**src/rtl/lsu_mem_requester_pkg.sv**
```systemverilog
// rtl/lsu_mem_requester_pkg.sv - shared Funct3 codes, FSM states and helpers for the LSU requester
package lsu_pkg;

  // Access size/sign codes carried in instr[14:12]
  localparam logic [2:0] F3_B  = 3'b000;
  localparam logic [2:0] F3_H  = 3'b001;
  localparam logic [2:0] F3_W  = 3'b010;
  localparam logic [2:0] F3_BU = 3'b100;
  localparam logic [2:0] F3_HU = 3'b101;

  typedef enum logic [1:0] {
    S_IDLE  = 2'd0,
    S_ISSUE = 2'd1,
    S_WAIT  = 2'd2,
    S_RESP  = 2'd3
  } lsu_state_t;

  typedef logic [3:0] be_t;

  // Loads accept all five size codes; stores only the three unsigned-agnostic ones.
  function automatic logic f3_legal(input logic is_load, input logic [2:0] f3);
    case (f3)
      F3_B, F3_H, F3_W: return 1'b1;
      F3_BU, F3_HU:     return is_load;
      default:          return 1'b0;
    endcase
  endfunction

endpackage

```
**src/rtl/lsu_mem_requester_if.sv**
```systemverilog
// rtl/lsu_mem_requester_if.sv - pipeline request/response and data-memory bundle
interface lsu_mem_requester_if #(
  parameter int DM_ADDRESS = 9,
  parameter int DATA_W     = 32
);
  // Pipeline request side
  logic                  req_valid;
  logic                  req_ready;
  logic                  MemRead;
  logic                  MemWrite;
  logic [2:0]            Funct3;
  logic [DM_ADDRESS-1:0] addr;
  logic [DATA_W-1:0]     wdata;
  // Pipeline response side
  logic                  resp_valid;
  logic                  resp_ready;
  logic [DATA_W-1:0]     resp_rdata;
  logic                  resp_err;
  // Synchronous byte-enabled data memory
  logic [DM_ADDRESS-3:0] mem_addr;
  logic [3:0]            mem_be;
  logic [DATA_W-1:0]     mem_wdata;
  logic [DATA_W-1:0]     mem_rdata;

  // Requester view: the LSU answers the pipeline and drives the memory
  modport slave (
    input  req_valid, MemRead, MemWrite, Funct3, addr, wdata, resp_ready, mem_rdata,
    output req_ready, resp_valid, resp_rdata, resp_err, mem_addr, mem_be, mem_wdata
  );

  // Environment view: pipeline plus memory model
  modport master (
    output req_valid, MemRead, MemWrite, Funct3, addr, wdata, resp_ready, mem_rdata,
    input  req_ready, resp_valid, resp_rdata, resp_err, mem_addr, mem_be, mem_wdata
  );
endinterface

```
**src/rtl/lsu_mem_requester_load_align.sv**
```systemverilog
// rtl/lsu_mem_requester_load_align.sv - byte-lane select and sign/zero extension of a load word
module lsu_load_align
  import lsu_pkg::*;
(
  input  logic [31:0] i_rdata,
  input  logic [1:0]  i_byte_off,
  input  logic [2:0]  i_funct3,
  output logic [31:0] o_data
);

  logic [31:0] w_shifted;

  assign w_shifted = i_rdata >> {i_byte_off, 3'b000};

  // Pick the addressed byte/half and extend it according to the access code
  always_comb begin
    o_data = '0;
    case (i_funct3)
      F3_B:    o_data = {{24{w_shifted[7]}}, w_shifted[7:0]};
      F3_H:    o_data = {{16{w_shifted[15]}}, w_shifted[15:0]};
      F3_W:    o_data = i_rdata;
      F3_BU:   o_data = {24'h000000, w_shifted[7:0]};
      F3_HU:   o_data = {16'h0000, w_shifted[15:0]};
      default: o_data = '0;
    endcase
  end

endmodule

```
**src/rtl/lsu_mem_requester.sv**
```systemverilog
// rtl/lsu_mem_requester.sv - MEM-stage load/store requester for a synchronous byte-enabled memory
module lsu_mem_requester #(
  parameter int DM_ADDRESS = 9,
  parameter int DATA_W     = 32
) (
  input logic                clk,
  input logic                reset,
  lsu_mem_requester_if.slave bus
);
  import lsu_pkg::*;

  localparam int WA_W = DM_ADDRESS - 2;

  lsu_state_t        r_state;
  lsu_state_t        w_next;

  // Request fields kept for the later ISSUE/WAIT stages
  logic              r_is_load;
  logic [2:0]        r_funct3;
  logic [1:0]        r_byte_off;

  // Registered outputs
  logic              r_resp_valid;
  logic              r_resp_err;
  logic [DATA_W-1:0] r_resp_rdata;
  logic [WA_W-1:0]   r_mem_addr;
  be_t               r_mem_be;
  logic [DATA_W-1:0] r_mem_wdata;

  logic              w_accept;
  logic              w_f3_ok;
  logic              w_align_ok;
  logic              w_req_err;
  be_t               w_store_be;
  logic [DATA_W-1:0] w_store_wdata;
  logic [DATA_W-1:0] w_load_data;

  assign w_accept = bus.req_valid && (r_state == S_IDLE);

  // Classify the incoming request: one direction only, legal size code, natural alignment
  always_comb begin
    w_f3_ok    = f3_legal(bus.MemRead, bus.Funct3);
    w_align_ok = 1'b1;
    case (bus.Funct3[1:0])
      2'b01:   w_align_ok = ~bus.addr[0];
      2'b10:   w_align_ok = (bus.addr[1:0] == 2'b00);
      default: w_align_ok = 1'b1;
    endcase
    w_req_err = (bus.MemRead == bus.MemWrite) || !w_f3_ok || !w_align_ok;
  end

  // Byte enables and lane-replicated write data for a store
  always_comb begin
    w_store_be    = '0;
    w_store_wdata = '0;
    case (bus.Funct3)
      F3_B: begin
        w_store_be    = be_t'(4'b0001 << bus.addr[1:0]);
        w_store_wdata = {4{bus.wdata[7:0]}};
      end
      F3_H: begin
        w_store_be    = bus.addr[1] ? 4'b1100 : 4'b0011;
        w_store_wdata = {2{bus.wdata[15:0]}};
      end
      F3_W: begin
        w_store_be    = 4'b1111;
        w_store_wdata = bus.wdata;
      end
      default: begin
        w_store_be    = '0;
        w_store_wdata = '0;
      end
    endcase
  end

  lsu_load_align u_load_align (
    .i_rdata    (bus.mem_rdata),
    .i_byte_off (r_byte_off),
    .i_funct3   (r_funct3),
    .o_data     (w_load_data)
  );

  // State register
  always_ff @(posedge clk or posedge reset) begin
    if (reset) begin
      r_state <= S_IDLE;
    end else begin
      r_state <= w_next;
    end
  end

  // Next-state: errors skip the memory, stores skip WAIT, loads wait one cycle for read data
  always_comb begin
    w_next = r_state;
    case (r_state)
      S_IDLE: begin
        if (w_accept) begin
          w_next = w_req_err ? S_RESP : S_ISSUE;
        end
      end
      S_ISSUE: w_next = r_is_load ? S_WAIT : S_RESP;
      S_WAIT:  w_next = S_RESP;
      S_RESP: begin
        if (bus.resp_ready) begin
          w_next = S_IDLE;
        end
      end
      default: w_next = S_IDLE;
    endcase
  end

  // Request latches, memory drive and held response; mem_be lives only for the ISSUE cycle
  always_ff @(posedge clk or posedge reset) begin
    if (reset) begin
      r_is_load    <= 1'b0;
      r_funct3     <= '0;
      r_byte_off   <= '0;
      r_resp_valid <= 1'b0;
      r_resp_err   <= 1'b0;
      r_resp_rdata <= '0;
      r_mem_addr   <= '0;
      r_mem_be     <= '0;
      r_mem_wdata  <= '0;
    end else begin
      case (r_state)
        S_IDLE: begin
          if (w_accept) begin
            r_is_load  <= bus.MemRead;
            r_funct3   <= bus.Funct3;
            r_byte_off <= bus.addr[1:0];
            if (w_req_err) begin
              r_resp_valid <= 1'b1;
              r_resp_err   <= 1'b1;
              r_resp_rdata <= '0;
            end else begin
              r_mem_addr <= bus.addr[DM_ADDRESS-1:2];
              if (bus.MemWrite) begin
                r_mem_be    <= w_store_be;
                r_mem_wdata <= w_store_wdata;
              end else begin
                r_mem_be    <= '0;
                r_mem_wdata <= '0;
              end
            end
          end
        end
        S_ISSUE: begin
          r_mem_be    <= '0;
          r_mem_wdata <= '0;
          if (!r_is_load) begin
            r_resp_valid <= 1'b1;
            r_resp_err   <= 1'b0;
            r_resp_rdata <= '0;
          end
        end
        S_WAIT: begin
          r_resp_valid <= 1'b1;
          r_resp_err   <= 1'b0;
          r_resp_rdata <= w_load_data;
        end
        S_RESP: begin
          if (bus.resp_ready) begin
            r_resp_valid <= 1'b0;
            r_resp_err   <= 1'b0;
            r_resp_rdata <= '0;
          end
        end
        default: begin
          r_mem_be <= '0;
        end
      endcase
    end
  end

  assign bus.req_ready  = (r_state == S_IDLE);
  assign bus.resp_valid = r_resp_valid;
  assign bus.resp_err   = r_resp_err;
  assign bus.resp_rdata = r_resp_rdata;
  assign bus.mem_addr   = r_mem_addr;
  assign bus.mem_be     = r_mem_be;
  assign bus.mem_wdata  = r_mem_wdata;

endmodule

```
**src/flat_wrapper.sv**
```systemverilog
// flat-port wrapper written by rule: the top's interface ports become plain ports
module lsu_mem_requester_flat import lsu_pkg::*;
#(
  parameter int DM_ADDRESS = 9,
  parameter int DATA_W     = 32
)
  (clk, reset, bus_req_valid, bus_MemRead, bus_MemWrite, bus_Funct3, bus_addr, bus_wdata, bus_resp_ready, bus_mem_rdata, bus_req_ready, bus_resp_valid, bus_resp_rdata, bus_resp_err, bus_mem_addr, bus_mem_be, bus_mem_wdata);
  lsu_mem_requester_if #(.DM_ADDRESS(DM_ADDRESS), .DATA_W(DATA_W)) bus_i ();
  input logic clk;
  input logic reset;
  input wire logic [$bits(bus_i.req_valid)-1:0] bus_req_valid;
  input wire logic [$bits(bus_i.MemRead)-1:0] bus_MemRead;
  input wire logic [$bits(bus_i.MemWrite)-1:0] bus_MemWrite;
  input wire logic [$bits(bus_i.Funct3)-1:0] bus_Funct3;
  input wire logic [$bits(bus_i.addr)-1:0] bus_addr;
  input wire logic [$bits(bus_i.wdata)-1:0] bus_wdata;
  input wire logic [$bits(bus_i.resp_ready)-1:0] bus_resp_ready;
  input wire logic [$bits(bus_i.mem_rdata)-1:0] bus_mem_rdata;
  output wire logic [$bits(bus_i.req_ready)-1:0] bus_req_ready;
  output wire logic [$bits(bus_i.resp_valid)-1:0] bus_resp_valid;
  output wire logic [$bits(bus_i.resp_rdata)-1:0] bus_resp_rdata;
  output wire logic [$bits(bus_i.resp_err)-1:0] bus_resp_err;
  output wire logic [$bits(bus_i.mem_addr)-1:0] bus_mem_addr;
  output wire logic [$bits(bus_i.mem_be)-1:0] bus_mem_be;
  output wire logic [$bits(bus_i.mem_wdata)-1:0] bus_mem_wdata;
  assign bus_i.req_valid = bus_req_valid;
  assign bus_i.MemRead = bus_MemRead;
  assign bus_i.MemWrite = bus_MemWrite;
  assign bus_i.Funct3 = bus_Funct3;
  assign bus_i.addr = bus_addr;
  assign bus_i.wdata = bus_wdata;
  assign bus_i.resp_ready = bus_resp_ready;
  assign bus_i.mem_rdata = bus_mem_rdata;
  assign bus_req_ready = bus_i.req_ready;
  assign bus_resp_valid = bus_i.resp_valid;
  assign bus_resp_rdata = bus_i.resp_rdata;
  assign bus_resp_err = bus_i.resp_err;
  assign bus_mem_addr = bus_i.mem_addr;
  assign bus_mem_be = bus_i.mem_be;
  assign bus_mem_wdata = bus_i.mem_wdata;
  lsu_mem_requester #(.DM_ADDRESS(DM_ADDRESS), .DATA_W(DATA_W)) u_core (.clk(clk), .reset(reset), .bus(bus_i));
endmodule
```
**config.mk**
```make
export PLATFORM = sky130hd
export DESIGN_NAME = lsu_mem_requester_flat
export DESIGN_NICKNAME = d
export VERILOG_FILES = /design/src/rtl/lsu_mem_requester_pkg.sv /design/src/rtl/lsu_mem_requester_if.sv /design/src/rtl/lsu_mem_requester_load_align.sv /design/src/rtl/lsu_mem_requester.sv /design/src/flat_wrapper.sv
export SDC_FILE = /design/constraint.sdc
export NUM_CORES = 1
export LEC_CHECK = 0
export BUFFER_PORTS_ARGS = -buffer_cell sky130_fd_sc_hd__buf_2
export CORE_ASPECT_RATIO = 1.1
export CORE_UTILIZATION = 51
export DETAILED_ROUTE_END_ITERATION = 12
export PLACE_DENSITY_LB_ADDON = 0.12
export SETUP_SLACK_MARGIN = 0.02
export SYNTH_ARGS = -nofsm -noshare
export SYNTH_HDL_FRONTEND = slang
export SYNTH_SLANG_ARGS = --single-unit
```
**constraint.sdc**
```tcl
create_clock -name clk -period 3.59 [get_ports clk]
set_input_delay 0.718 -clock clk [delete_from_list [all_inputs] [get_ports clk]]
set_output_delay 0.718 -clock clk [all_outputs]
set_load 0.01 [all_outputs]
```
**Yosys cells after proc, flatten, opt, wreduce, memory -nomap -nowiden**

Cells that the tools add are included.

- Register bits: 85
- Bits in latches: 0
- RAM bits: 0
- ROM bits: 0
- Input port bits: 82
- Output and inout port bits: 78
- Logic and storage cells: 81
- Memories: 0

- Add/subtract/negate cells: 0
- Multiply operators: 0
- Div/mod/pow operators: 0
- Magnitude comparators: 0
- Eq/ne operators: 19
- Shift operators: 2
- Muxes and demuxes: 31
- Bitwise logic cells: 2
- Reduce and logical (&&, ||, !) cells: 17

Operator list:

| cell | number |
|---|---|
| $mux 32 | 7 |
| $pmux 32 s5 | 1 |
| $pmux 32 s4 | 1 |
| $pmux 32 s3 | 1 |
| $pmux 32 s2 | 1 |
| $shr 32x5->16 | 1 |
| $mux 4 | 4 |
| $eq 3x3->1 const B | 4 |
| $pmux 4 s3 | 1 |
| $pmux 1 s4 | 2 |
| $pmux 2 s4 | 1 |
| $pmux 4 s2 | 1 |
| $eq 2x2->1 const B | 3 |
| $eq 3x1->1 const B | 2 |
| $eq 3x2->1 const B | 2 |
| $logic_not 3->1 | 2 |
| $mux 1 | 6 |
| $mux 2 | 3 |
| $ne 2x2->1 const B | 3 |
| $reduce_and 3->1 | 2 |
| $eq 2x1->1 const B | 2 |
| $logic_not 2->1 | 2 |
| $ne 2x1->1 const B | 2 |
| $pmux 1 s2 | 2 |
| 11 further kinds | 15 |

**Longest topological paths before layout**

Gate-level depths: netlist of run 1.

- Word-level depth: 9
- Depth in mapped cells: 8
- Gate-level depth less buffers: 6

**Cells and area by module**

Synthesis of run 1 repeated with hierarchy kept, for this count alone.

- Cell total of the unflattened synthesis: 627
- Area total of the unflattened synthesis: 5651.7 µm²

By module, submodules not included:

| module | times used | cells each | area an instance (µm²) | seq. area each (µm²) |
|---|---|---|---|---|
| lsu_mem_requester | 1 | 513 | 4814.6 | 2127.0 |
| lsu_load_align | 1 | 114 | 837.1 | 0.0 |

**Least setup slack after synthesis of run 1**

No wires, ideal clock.

- Kind: input to register
- Start point: input bus_Funct3[0]
- End point: register u_core.r_mem_be[2] (netlist: u_core.bus.mem_be[2])
- Setup time: 0.128 ns
- Data arrival time: 2.376 ns
- Required time: 3.462 ns
- Slack: 1.087 ns
- Stages on the path: 8
- Buffers on the path: 2
- Cells stage by stage: inv_1 -> ha_1 -> nor2b_1 -> buf_2 -> o311a_4 -> a22oi_4 -> buf_6 -> mux2_1

- Longest elaborated chain between the ends: 8
- Elaborated cells on any way between the ends: 22
- Those cells by class: eq/ne (7); mux (7); reduce/logical (8)

Ends and longest elaborated chain:

| element | RTL line | RTL |
|---|---|---|
| start, declared | flat_wrapper.sv:14 | `input wire logic [$bits(bus_i.Funct3)-1:0] bus_Funct3;` |
| $eq 3x1->1 (tied with other cells) | lsu_mem_requester_pkg.sv:22, lsu_mem_requester.sv:56 |  |
| $reduce_or 3->1 or $reduce_or 2->1 (tied branches) | lsu_mem_requester_pkg.sv:22 | `case (f3)` |
| $pmux 1 s2 | lsu_mem_requester_pkg.sv:22 |  |
| $logic_not 1->1 | lsu_mem_requester.sv:49 | `w_req_err = (bus.MemRead == bus.MemWrite) \|\| !w_f3_ok \|\| !w_align_ok;` |
| $logic_or 1x1->1 (2 in series) | lsu_mem_requester.sv:49 |  |
| $ne 2x2->1 (no line) | n/a |  |
| $reduce_and 3->1 (no line) | n/a |  |
| end signal, assigned | lsu_mem_requester.sv:138 | `r_mem_be <= w_store_be;` |
| end, declared | lsu_mem_requester.sv:27 | `be_t r_mem_be;` |

Parallel ways exist; a longest one is shown, timed or not. The select of a mux whose other input is x is not followed.
A chain may end at the register's enable or synchronous reset.

**Worst setup path after layout of run 1**

- Start point: input bus_Funct3[0]
- End point: register u_core.r_mem_wdata[16] (netlist: u_core.bus.mem_wdata[16])

- Longest elaborated chain between the ends: 8
- Elaborated cells on any way between the ends: 22
- Those cells by class: eq/ne (7); mux (7); reduce/logical (8)

Ends and longest elaborated chain:

| element | RTL line | RTL |
|---|---|---|
| $eq 3x1->1 (tied with other cells) | lsu_mem_requester_pkg.sv:22, lsu_mem_requester.sv:56 |  |
| $reduce_or 3->1 or $reduce_or 2->1 (tied branches) | lsu_mem_requester_pkg.sv:22 |  |
| $pmux 1 s2 | lsu_mem_requester_pkg.sv:22 |  |
| $logic_not 1->1 | lsu_mem_requester.sv:49 |  |
| $logic_or 1x1->1 (2 in series) | lsu_mem_requester.sv:49 |  |
| $ne 2x2->1 (no line) | n/a |  |
| $reduce_and 3->1 (no line) | n/a |  |
| end signal, assigned | lsu_mem_requester.sv:139 | `r_mem_wdata <= w_store_wdata;` |
| end, declared | lsu_mem_requester.sv:28 | `logic [DATA_W-1:0] r_mem_wdata;` |

Parallel ways exist; a longest one is shown, timed or not. The select of a mux whose other input is x is not followed.

==> results of run 1 <==
## area by class of cell
cell class	count	share of cell area, %
Multi-Input combinational cell	281	40.5
Sequential cell	85	37.2
Clock inverter	1	0.0875
Inverter	18	1.20
Clock buffer	14	3.02
Tap cell	114	2.50
Timing Repair Buffer	171	15.5
## cells in the final DEF, fill, tap and decap left out, types with 4 or more instances in the layout
cell type  synthesis  routed
a222oi_1           7       7
a22oi_1           32      32
a2bb2oi_1          8       8
a32oi_1           16      16
and3_1             7       7
buf_2              6     159
buf_4              3      12
clkbuf_8           0      12
dfrtp_1           85      85
ha_1               7       7
inv_1             18      17
mux2_1            24      24
mux2_2            38      38
mux2i_1            9       9
nand2_1           23      23
nand2b_1           5       5
nor2_1            29      29
nor2b_1           12      12
nor3_1             4       4
o21ai_0            5       5
o2bb2ai_1         24      24
## sequential cells by signal, indices dropped and copies added, names as in the netlist
register and count:
u_core.r_is_load 1, u_core.bus.resp_valid 1, u_core.bus.resp_rdata 32, u_core.bus.mem_addr 7
u_core.r_state 2, u_core.r_funct3 3, u_core.r_byte_off 2, u_core.bus.mem_wdata 32
u_core.bus.resp_err 1, u_core.bus.mem_be 4
## kinds of logic after synthesis
kind of cell / count (synthesis) / synth area share [%]
adders and majority gates: 7 / 1.88
xor gates and xnor gates: 1 / 0.188
AOI/OAI and AO/OA: 113 / 20.8
muxes: 72 / 17.4
buffers and inverters: 49 / 4.98
DFF: 85 / 45.6
and+or+nand+nor: 88 / 9.19
## worst max path at each step
stage	startpoint	to	slack, ns	cells after the start
6_report	bus_Funct3[0]	u_core.bus.mem_wdata[16]	0.78	8
5_1_grt	u_core.r_state[0]	u_core.bus.mem_wdata[16]	0.60	7
4_1_cts	u_core.r_state[0]	u_core.bus.mem_wdata[25]	0.75	7
3_5_place_dp	bus_Funct3[0]	u_core.bus.mem_wdata[25]	0.37	8
3_3_place_gp	bus_Funct3[0]	u_core.bus.mem_wdata[25]	0.46	8
2_1_floorplan	reset	u_core.bus.mem_addr[0]	0.68	1
## power breakdown
part           internal [mW]  switching (mW)
combinational          0.929            1.11
clock                  0.304           0.329
sequential              1.30           0.268
total                   2.53            1.71
## worst reg2reg max path, cell delays in order (launching register included)
cell and delay (ns):
dfrtp_1 0.42, inv_1 0.09, ha_1 0.29, nand2_1 0.30, a31oi_2 0.11, a22oi_4 0.82
buf_4 0.32, mux2_1 0.34
## per-stage QoR
stage,hold WS [ns],total power [mW]
finish,0.487,4.24
global route,0.504,4.54
CTS,0.492,4.28
detailed placement,0.470,3.64
global placement,0.468,3.58
floorplan,0.503,2.98
## layer usage
layer / track usage (%) / up-vias / part of all wire (%)
met1: 34.0 / 1965 / 41
met3: 5.06 / 22 / 7.6
met2: 46.3 / 203 / 49
met4: 13.1 / 0 / 2.3
met5: 0 / - / 0
li1: - / 1865 / -
==> results.py, run 1 <==
metrics = {
    "setup_path": {
        "start_kind": "primary input",
        "cp_cell_sequence": "buf_2, inv_1, ha_1, nor2b_1, o311a_4, a22oi_4, buf_4, mux2_1",
        "critPathMaxFanout": 29,
        "required_ns": 3.84,
        "path_class": "in2reg",
        "crit_buf_inv": 3,
        "reg2reg_from": "u_core.r_state[0]",
        "worstPathArrival_ns": 3.06,
        "critPathTopFamily": "compound AO/OA/AOI/OAI gates",
        "cpMaxStageDelayCell": "a22oi_4",
        "cpPeakStageDelay_ns": 0.78,
        "r2r_slack_ns": 0.78,
        "critPathCaptureType": "flip-flop",
        "r2r_cells": 7,
        "rr_endpoint": "u_core.bus.mem_wdata[16]",
    },
    "synth": {
        "synth_ff_type": "dfrtp_1",
        "netlist_top_cells_area": "dfrtp_1, mux2_2, mux2_1",
        "synth-edff-count": 0,
        "synth_nets": 504,
        "syn_inst": 415,
        "yosys_warnings": 0,
        "yosysTopAreaCell": "dfrtp_1",
        "yosys.cell_types.count": 48,
        "synth_common_cells": "dfrtp_1, mux2_2, a22oi_1",
        "ys_async_sr_fraction_pct": 100,
        "synth.most_common_cell": "dfrtp_1",
        "netlist.area_leader.share_pct": 45.6,
        "synth_area_um2": 4670,
        "synth_area_per_cell_um2": 11.3,
        "ys_seq_area_share_pct": 45.6,
        "ys_ff_latch": 85,
    },
    "global_route": {
        "antenna_found_initial": 0,
        "grt_pass1_vias": 4044,
        "grt_usage_pct": 27.4,
        "grt_overflow": 0,
        "grt_max_degree": 50,
        "grt_first_pass_wirelength_um": 20000,
    },
    "timing": {
        "drv_slew": 0,
        "finalHoldViolations": 0,
        "fin_crit_sh_pct": 78.2,
        "max_freq_mhz": 356,
        "setup_violations": 0,
        "fin_ws_ns": 0.781,
        "max-slew-margin-rel_pct": 18.4,
        "tns_ns": 0,
        "tightest_slew_ns": 1.22,
        "rsz0062_at_grt": "false",
        "finClkSkew_ns": 0.00899,
        "fin_crit_ns": 2.81,
    },
    "placed_design": {
        "dp_slack_ns": 0.371,
        "place_congestion": 0.859,
        "dp_hpwl_um": 9150,
        "port_buffers": 159,
        "dpl.cell_count": 669,
        "post_dp_cell_area_um2": 5540,
    },
    "clock_network": {
        "cts.repair.resized": 0,
        "clkTransAtPathRegs_ns": 0.08,
        "hold_buffers": 0,
        "clockBufferDepth": 2,
        "post_cts_buffers": 0,
        "ctsRootBufferMaster": "clkbuf_8",
        "cts_buffers": 9,
        "cts_sinks": 85,
        "cts_tree": "built",
        "clock_latency_ns": 0.36,
        "cts_max_level": 3,
    },
    "cells_and_area": {
        "regArea_um2": 2130,
        "fillers": 761,
        "drive_gt1_share_pct": 41.1,
        "n_antenna_cell": 0,
        "nets": 655,
        "area_growth_pct": 22.4,
        "post-route-util_pct": 64.4,
        "post_layout_nonfiller_instances": 684,
        "multi_input_area_um2": 2310,
        "finalInstanceArea_um2": 5720,
    },
    "floorplanning": {
        "num_io_pins": 160,
        "core_um2": 8870,
        "die_w_um": 93.2,
        "die_h_um": 102,
        "fp-row-count": 36,
        "start_util_pct": 52.6,
        "die_area_um2": 9540,
    },
    "detailed_routing": {
        "drtIter0Drc": 184,
        "viasPerCell": 5.93,
        "postRouteAntennaNets": 0,
        "wire_per_inst_um": 18.3,
        "dr_total_vias": 4055,
        "drc": 0,
        "wl_um": 12500,
        "first_pass_iters": 5,
    },
    "outcome": {
        "status": "completed",
    },
    "run": {
        "maxCapViolCount": 0,
    },
    "pwr": {
        "power_density_nw_per_um2": 742,
        "p_leak_nw": 2.90,
        "vdd_ir_drop_max_mv": 0.317,
    },
    "hold_path": {
        "hold_path_class": "in2async",
    },
}
Power figures use the tool's default switching activity.
==> run 2, diff against run 1 <==
Clock period 3.59 ns to 2.9 ns, I/O delays scaled along.
==> run 2 against run 1 <==
Hold slack worse by 0.21 ns. Critical path depth down 3. Cell count up 0.88%. First-iteration DRC count up 26%. Clock power up 17%. Critical endpoint is now u_core.bus.resp_rdata[18]. Non-clock buffer count up 5.
==> results.py, run 2 (synthesis results as in run 1) <==
metrics = {
    "timing": {
        "tns_ns": 0,
        "setup_violations": 0,
        "max-slew-margin-rel_pct": 16.9,
        "fin_ws_ns": 0.551,
        "drv_slew": 0,
        "fin_crit_sh_pct": 81.0,
        "fin_hold_ws_ns": 0.272,
        "fin_crit_ns": 2.35,
        "finClkSkew_ns": 0.00888,
        "finalHoldViolations": 0,
        "tightest_slew_ns": 1.24,
        "rsz0062_at_grt": "false",
        "max_freq_mhz": 426,
    },
    "detailed_routing": {
        "wire_per_inst_um": 18.6,
        "dr_wl_met3_um": 957,
        "drc": 0,
        "dr_total_vias": 4130,
        "top_layer": "met4",
        "wl_um": 12800,
        "viasPerCell": 5.99,
        "drtIter0Drc": 232,
        "wl_met2_um": 6480,
        "postRouteAntennaNets": 0,
        "met1_length_um": 5140,
        "first_pass_iters": 5,
    },
    "cells_and_area": {
        "nets": 660,
        "post-route-util_pct": 65.1,
        "regArea_um2": 2130,
        "fillers": 739,
        "final_common_cell": "buf_2",
        "n_antenna_cell": 0,
        "finalInstanceArea_um2": 5770,
        "final_cell_mix": "buf_2, dfrtp_1, mux2_2",
        "drive_gt1_share_pct": 41.7,
        "post_layout_nonfiller_instances": 690,
        "multi_input_area_um2": 2310,
        "area_growth_pct": 23.6,
    },
    "outcome": {
        "status": "completed",
    },
    "setup_path": {
        "start_kind": "flip-flop",
        "cpPeakStageDelay_ns": 0.98,
        "r2r_slack_ns": 0.55,
        "critPathCaptureType": "flip-flop",
        "crit_buf_inv": 1,
        "critPathMaxFanout": 17,
        "worstPathArrival_ns": 2.64,
        "critPathTopFamily": "compound AO/OA/AOI/OAI gates",
        "cp_cell_sequence": "buf_4, mux2i_1, o211ai_1, a32oi_1, o2bb2ai_1",
        "required_ns": 3.19,
        "path_class": "reg2reg",
        "cpMaxStageDelayCell": "o211ai_1",
    },
    "clock_network": {
        "clockBufferDepth": 2,
        "hold_buffers": 0,
        "clock_latency_ns": 0.36,
        "ctsRootBufferMaster": "clkbuf_8",
        "cts_tree": "built",
        "cts_buffers": 9,
        "post_cts_buffers": 0,
        "cts.repair.resized": 0,
        "clkTransAtPathRegs_ns": 0.09,
        "cts_max_level": 3,
        "cts_sinks": 85,
    },
    "pwr": {
        "power_density_nw_per_um2": 920,
        "p_leak_nw": 2.93,
        "power_mw": 5.31,
        "vdd_ir_drop_max_mv": 0.400,
    },
    "floorplanning": {
        "die_w_um": 93.2,
        "num_io_pins": 160,
        "die_h_um": 102,
        "core_um2": 8870,
        "fp-row-count": 36,
        "start_util_pct": 52.6,
        "die_area_um2": 9540,
    },
    "hold_path": {
        "hold_path_class": "in2async",
    },
    "placed_design": {
        "place_congestion": 0.860,
        "dpl.cell_count": 674,
        "post_dp_cell_area_um2": 5610,
        "port_buffers": 159,
        "dp_slack_ns": 0.335,
        "dp_hpwl_um": 9180,
    },
    "global_route": {
        "grt_pass1_vias": 4080,
        "antenna_found_initial": 0,
        "grt_overflow": 0,
        "grt_first_pass_wirelength_um": 20200,
        "grt_usage_pct": 27.6,
        "grt_max_degree": 53,
    },
    "run": {
        "maxCapViolCount": 0,
    },
}
==> run 2: cell types whose count changed in the layout (fill, tap and decap cells not counted) <==
cell and delta:
buf_4 +2, buf_12 +3, clkinvlp_4 +1, clkinv_2 +3
clkbuf_8 -3
==> run 2: final cells by class <==
class	instances	area share, %
clock inverter	5	0.477
multi-input combinational	281	40.1
sequential	85	36.8
inverter	18	1.19
timing repair buffer	176	16.6
tap	114	2.47
clock buffer	11	2.28
==> run 2: metal layers <==
metal | vias to the layer above | track usage [%]
met2 | 197 | 47.8
li1 | 1879 | -
met4 | 0 | 12.9
met1 | 2032 | 33.8
met5 | - | 0
met3 | 22 | 4.69
==> run 2: final timing paths <==
| check | startpoint | endpoint | depth (start not counted) |
|---|---|---|---|
| min in group clk | bus_addr[3] | u_core.bus.mem_addr[1] | 2 |
| worst min register to register | u_core.bus.resp_rdata[26] | u_core.bus.resp_rdata[26] | 1 |
| worst max register to register | u_core.r_byte_off[1] | u_core.bus.resp_rdata[18] | 5 |
| worst min-delay path | reset | u_core.bus.resp_rdata[13] | 2 |
| max in group asynchronous | reset | u_core.bus.mem_wdata[7] | 3 |
| worst max-delay path | u_core.r_byte_off[1] | u_core.bus.resp_rdata[18] | 5 |
==> run 2: power breakdown <==
group          switching, mW  total (mW)  internal (mW)  leakage, nW
registers              0.285        1.89           1.61         1.14
logic                   1.46        2.68           1.22         1.70
clock network          0.434       0.741          0.306       0.0829
total                   2.18        5.31           3.13         2.93
